## src/rtl/vga_timing_pkg.sv

```systemverilog
// Shared VGA timing defaults (640x480@60), coordinate type and sync payload used by the
// timing generator and the sprite renderers.
package vga_timing_pkg;

  localparam int unsigned COORD_W = 10;
  typedef logic [COORD_W-1:0] coord_t;

  localparam int unsigned H_VISIBLE_DEF = 640;
  localparam int unsigned H_FRONT_DEF   = 16;
  localparam int unsigned H_SYNC_DEF    = 96;
  localparam int unsigned H_BACK_DEF    = 48;
  localparam int unsigned V_VISIBLE_DEF = 480;
  localparam int unsigned V_FRONT_DEF   = 10;
  localparam int unsigned V_SYNC_DEF    = 2;
  localparam int unsigned V_BACK_DEF    = 33;

  localparam int unsigned H_TOTAL_DEF = H_VISIBLE_DEF + H_FRONT_DEF + H_SYNC_DEF + H_BACK_DEF;
  localparam int unsigned V_TOTAL_DEF = V_VISIBLE_DEF + V_FRONT_DEF + V_SYNC_DEF + V_BACK_DEF;

  // Undelayed sync/blank bundle carried through the renderer-matching delay line
  typedef struct packed {
    logic hs;
    logic vs;
    logic blank;
  } sync_bits_t;

  // Half-open window test lo <= c < hi, done at 32 bits so hi may equal 1024
  function automatic logic in_window(input coord_t c, input int unsigned lo,
                                     input int unsigned hi);
    return (32'(c) >= lo) && (32'(c) < hi);
  endfunction

endpackage

```

## src/rtl/sync_delay_line.sv

```systemverilog
// Async-reset shift register used to re-time sync/blank to the renderer latency.
// DEPTH = 0 degenerates to a plain wire.
module sync_delay_line #(
  parameter int unsigned        WIDTH     = 1,
  parameter int unsigned        DEPTH     = 1,
  parameter logic [WIDTH-1:0]   RESET_VAL = '0
) (
  input  logic             clk_i,
  input  logic             rst_ni,
  input  logic [WIDTH-1:0] d_i,
  output logic [WIDTH-1:0] q_o
);

  if (DEPTH == 0) begin : g_wire
    logic unused_clk_rst;
    assign unused_clk_rst = clk_i ^ rst_ni;
    assign q_o = d_i;
  end else begin : g_shift
    logic [WIDTH-1:0] stage_q [DEPTH];

    always_ff @(posedge clk_i or negedge rst_ni) begin
      if (!rst_ni) begin
        for (int i = 0; i < int'(DEPTH); i++) stage_q[i] <= RESET_VAL;
      end else begin
        stage_q[0] <= d_i;
        for (int i = 1; i < int'(DEPTH); i++) stage_q[i] <= stage_q[i-1];
      end
    end

    assign q_o = stage_q[DEPTH-1];
  end

endmodule

```

## src/rtl/vga_timing_gen.sv

```systemverilog
// Pixel-timing source: scan counters, blank, frame tick and renderer-aligned hsync/vsync/blank.
module vga_timing_gen
  import vga_timing_pkg::*;
#(
  parameter int unsigned H_VISIBLE  = H_VISIBLE_DEF,
  parameter int unsigned H_FRONT    = H_FRONT_DEF,
  parameter int unsigned H_SYNC     = H_SYNC_DEF,
  parameter int unsigned H_BACK     = H_BACK_DEF,
  parameter int unsigned V_VISIBLE  = V_VISIBLE_DEF,
  parameter int unsigned V_FRONT    = V_FRONT_DEF,
  parameter int unsigned V_SYNC     = V_SYNC_DEF,
  parameter int unsigned V_BACK     = V_BACK_DEF,
  parameter logic        SYNC_POL   = 1'b0,
  parameter int unsigned PIPE_DELAY = 2
) (
  input  logic   vga_clk,
  input  logic   reset_n,
  output coord_t DrawX,
  output coord_t DrawY,
  output logic   blank,
  output logic   frame_tick,
  output logic   hs_dly,
  output logic   vs_dly,
  output logic   blank_dly
);

  localparam int unsigned H_TOTAL  = H_VISIBLE + H_FRONT + H_SYNC + H_BACK;
  localparam int unsigned V_TOTAL  = V_VISIBLE + V_FRONT + V_SYNC + V_BACK;
  localparam int unsigned HS_START = H_VISIBLE + H_FRONT;
  localparam int unsigned HS_END   = HS_START + H_SYNC;
  localparam int unsigned VS_START = V_VISIBLE + V_FRONT;
  localparam int unsigned VS_END   = VS_START + V_SYNC;
  localparam coord_t      H_LAST   = COORD_W'(H_TOTAL - 1);
  localparam coord_t      V_LAST   = COORD_W'(V_TOTAL - 1);
  localparam sync_bits_t  SYNC_RST = '{hs: ~SYNC_POL, vs: ~SYNC_POL, blank: 1'b0};

  if (H_TOTAL > 1024 || V_TOTAL > 1024) begin : g_bad_total
    $error("vga_timing_gen: H_TOTAL/V_TOTAL exceed 10-bit coordinate range");
  end

  logic       run_q;
  coord_t     x_q, x_d;
  coord_t     y_q, y_d;
  logic       tick_q, tick_d;
  sync_bits_t sync_q, sync_d;
  sync_bits_t sync_dly;

  // Next scan position; the first cycle after reset re-presents (0,0) before counting
  always_comb begin
    x_d = '0;
    y_d = '0;
    if (run_q) begin
      if (x_q == H_LAST) begin
        x_d = '0;
        y_d = (y_q == V_LAST) ? '0 : y_q + 1'b1;
      end else begin
        x_d = x_q + 1'b1;
        y_d = y_q;
      end
    end
  end

  // Sync/blank/tick derived from the next position so they land with the counters
  always_comb begin
    sync_d       = SYNC_RST;
    sync_d.blank = (32'(x_d) < H_VISIBLE) && (32'(y_d) < V_VISIBLE);
    sync_d.hs    = in_window(x_d, HS_START, HS_END) ? SYNC_POL : ~SYNC_POL;
    sync_d.vs    = in_window(y_d, VS_START, VS_END) ? SYNC_POL : ~SYNC_POL;
    tick_d       = (x_d == '0) && (32'(y_d) == V_VISIBLE);
  end

  always_ff @(posedge vga_clk or negedge reset_n) begin
    if (!reset_n) begin
      run_q  <= 1'b0;
      x_q    <= '0;
      y_q    <= '0;
      tick_q <= 1'b0;
      sync_q <= SYNC_RST;
    end else begin
      run_q  <= 1'b1;
      x_q    <= x_d;
      y_q    <= y_d;
      tick_q <= tick_d;
      sync_q <= sync_d;
    end
  end

  sync_delay_line #(
    .WIDTH     ($bits(sync_bits_t)),
    .DEPTH     (PIPE_DELAY),
    .RESET_VAL (SYNC_RST)
  ) u_sync_dly (
    .clk_i  (vga_clk),
    .rst_ni (reset_n),
    .d_i    (sync_q),
    .q_o    (sync_dly)
  );

  assign DrawX      = x_q;
  assign DrawY      = y_q;
  assign blank      = sync_q.blank;
  assign frame_tick = tick_q;
  assign hs_dly     = sync_dly.hs;
  assign vs_dly     = sync_dly.vs;
  assign blank_dly  = sync_dly.blank;

endmodule
```

## config.mk

```make
export PLATFORM = sky130hd
export DESIGN_NAME = vga_timing_gen
export DESIGN_NICKNAME = d
export VERILOG_FILES = /design/src/rtl/vga_timing_pkg.sv /design/src/rtl/sync_delay_line.sv /design/src/rtl/vga_timing_gen.sv
export SDC_FILE = /design/constraint.sdc
export NUM_CORES = 1
export LEC_CHECK = 0
export ABC_AREA = 1
export BUFFER_PORTS_ARGS = -buffer_cell sky130_fd_sc_hd__buf_2
export CAP_MARGIN = 20
export CORE_UTILIZATION = 51
export CTS_BUF_LIST = sky130_fd_sc_hd__clkbuf_16
export CTS_CLUSTER_SIZE = 30
export DETAILED_ROUTE_END_ITERATION = 16
export HOLD_SLACK_MARGIN = 0.03
export PLACE_DENSITY = 0.75
export SYNTH_ARGS = -nofsm -noshare
export SYNTH_HDL_FRONTEND = slang
export SYNTH_SLANG_ARGS = --single-unit
export TNS_END_PERCENT = 50
```

## constraint.sdc

```tcl
create_clock -name vga_clk -period 1.4 [get_ports vga_clk]
set_input_delay 0.14 -clock vga_clk [delete_from_list [all_inputs] [get_ports vga_clk]]
set_output_delay 0.14 -clock vga_clk [all_outputs]
set_load 0.05 [all_outputs]
```

==> flow_summary.toml <==
[run_status]
status = "finished, violations left"
violations = "setup timing"

[hold_path]
holdCritPathClass = "reg2reg"
min_to = "u_sync_dly.q_o[0]$_DFF_PN0_"
min_from = "u_sync_dly.g_shift.stage_q[3]$_DFF_PN0_"
min_path_cells = 0

[place]
port_buffers = 26
place_ws_ns = -0.271
placed_cells = 371
gp_congestion = 0.927
hpwl_um = 3490
place_area_sq_um = 2470

[floorplanning]
initial_utilization_pct = 54.7
die_h_um = 62.5
ioPinCount = 27
die_area_sq_um = 3910
core_sq_um = 3420
std_cell_rows = 21
die_x_um = 62.5

[setup_path]
crit_fanout = 7
start_kind = "flip-flop"
cp-end-kind = "flip-flop"
crit_type = "reg2reg"
reg2reg_to = "blank$_DFF_PN0_"
path_buf_inv = 5
r2r-start = "DrawX[7]$_DFF_PN0_"
r2r_cells = 13
cp_top_family = "simple AND/OR/NAND/NOR gates"
cp_slowest_cell = "dfrtp_1"
slowest_delay_ns = 0.39
crit_path_cell_trace = "inv_2, nand2_1, nor2_2, nand3_4, nand2_4, inv_6, nand2_4, inv_4, o21ai_2, nand2_1, inv_1, nand2_1, inv_1"
cp_common_cell = "nand2_1"
arrival_ns = 1.95
critPathRequiredTime_ns = 1.61
r2r_setup_slack_ns = -0.34

[run]
max_cap_viol_count = 0

[finish]
area_delta_synth_final_pct = 56.6
finalInstanceArea_sq_um = 2930
drive_gt1_share_pct = 53.7
num_antenna_cells = 0
fin_cells = 387
nNetsFinal = 345

[clocking]
cts_max_path_buffers = 2
insertion_delay_ns = 0.28
cts_num_sinks = 31
root_buffer = "clkbuf_16"
cts_tree = "built"
cts.reportedPaths.clkPinSlew_ns = 0.06
h-tree-depth = 2
cts_made_buffers = 5

[route]
wire_per_inst_um = 16.1
ant_nets = 0
num_vias = 2121
drtIter0Drc = 198
wirelength_um = 6240
drc = 0
dr.pass1.iters = 5
vias_per_cell = 5.48

[logic_synthesis]
synth_cell_type_count = 30
netlist_area_sq_um = 1870
synth_area_per_cell_sq_um = 7.48
yosysWarningCount = 0
synth_nets = 255
synth-seq-area-share_pct = 41.9
synthCells = 250
synth_seq_cells = 31

[sta]
hold_viol_final = 0
period_share_pct = 124
fin_setup_tns_ns = -2.08
finClkSkew_ns = 0.00696
drv_slew = 0
fmax_ghz = 0.575
hold-worst-slack_ns = 0.351
setup_viol = 16
rsz0062_at_grt = "yes"
fin_ws_ns = -0.340
fin_crit_ns = 1.74

[global_route]
grt_max_degree = 32
grt_pass1_wl_um = 8910
overflow = 0
grt_usage_pct = 29.2
antenna_found_initial = 0
grt_pass1_vias = 1968

[pwr]
p_per_area_nw_per_um2 = 725
irDropWorstVdd_v = 0.000611
leakagePower_nw = 1.57
[what timing repair did]
action / 4_1_cts / 5_1_grt
cloned: 0 / 0
resized for setup: 37 / 34
endpoints found under the hold margin: 25 / 0
buffers inserted: 4 / 3
pin swaps: 19 / 19
endpoints found under the setup margin: 15 / 18
hold buffers: 1 / 0
[stage by stage]
step,util (%),power [mW]
2_1_floorplan,-,1.00
3_3_place_gp,72.3,1.07
3_5_place_dp,72.3,1.07
4_1_cts,81.5,2.11
5_1_grt,85.7,2.18
6_report,85.7,2.12
[synth_stat cells (all sizes together)]
cell type,count,share of area (%)
xor2,4,1.9
o21bai,1,0.40
clkinv,1,0.47
a21oi,3,1.2
nand4,8,2.7
nand2,76,16
nand3,31,10
or2,1,0.33
ha,3,2.0
inv,53,11
nor2,28,8.0
o211ai,1,0.40
dfrtp,25,33
buf,2,1.0
dfstp,6,8.4
o21ai,3,1.2
conb,1,0.20
nor3,3,1.1
[logic make-up after synthesis]
kind of cell | count (synthesis) | share of synthesized area (%)
and+or+nand+nor | 147 | 38.7
buffers and inverters | 56 | 12.1
DFF | 31 | 41.9
AOI/OAI and AO/OA | 8 | 3.21
xor gates and xnor gates | 4 | 1.87
adders and majority gates | 3 | 2.01
other | 1 | 0.201
[cell usage in the layout (no fill, tap or decap), types with 8 or more instances in the layout]
cell     Yosys  layout
buf_2        0      26
buf_4        1      47
buf_6        1      11
dfrtp_1     25      18
inv_1       51      39
inv_2        2      12
nand2_1     69      53
nand2_2      6      19
nand3_1     27      14
nand3_2      2      12
nand4_1      8       8
nor2_1      20      15
[routing by layer]
layer / global-route usage [%] / vias to the layer above / wire length (um)
met3: 7.48 / 29 / 450
met4: 10.5 / 0 / 245
met2: 48.8 / 124 / 3050
li1: - / 943 / -
met1: 36.3 / 1025 / 2500
met5: 0 / - / 0
[area by class of cell]
type / count / area [sq um]
Clock buffer: 5 / 125
Timing Repair Buffer: 85 / 617
Fill cell: 181 / 489
Sequential cell: 31 / 792
Multi-Input combinational cell: 163 / 1100
Inverter: 54 / 215
Clock inverter: 3 / 15.0
Tap cell: 46 / 57.6
[power breakdown]
group	internal (mW)	leakage (nW)	switching, mW
Sequential	0.908	0.381	0.00974
Combinational	0.0598	1.12	0.110
Clock	0.645	0.0649	0.390
Total	1.61	1.57	0.510
[how the worst max path moves through the flow]
| stage | end | depth (start not counted) | slack [ns] | from |
|---|---|---|---|---|
| CTS | frame_tick$_DFF_PN0_ | 10 | -0.19 | DrawX[0]$_DFF_PN0_ |
| detailed placement | blank$_DFF_PN0_ | 11 | -0.27 | DrawX[1]$_DFF_PN0_ |
| floorplan | sync_q[1]$_DFF_PN1_ | 10 | -0.33 | DrawX[1]$_DFF_PN0_ |
| finish | blank$_DFF_PN0_ | 13 | -0.34 | DrawX[7]$_DFF_PN0_ |
| global route | frame_tick$_DFF_PN0_ | 11 | -0.44 | DrawX[7]$_DFF_PN0_ |
| global placement | blank$_DFF_PN0_ | 11 | -0.26 | DrawX[1]$_DFF_PN0_ |
[state kept, by name, indices dropped and copies added (netlist names)]
signal	flops
DrawX	10
sync_q	2
u_sync_dly.g_shift.stage_q	3
DrawY	10
frame_tick	1
u_sync_dly.q_o	3
blank	1
run_q	1
Note: power is estimated with default switching activity, not from simulation.
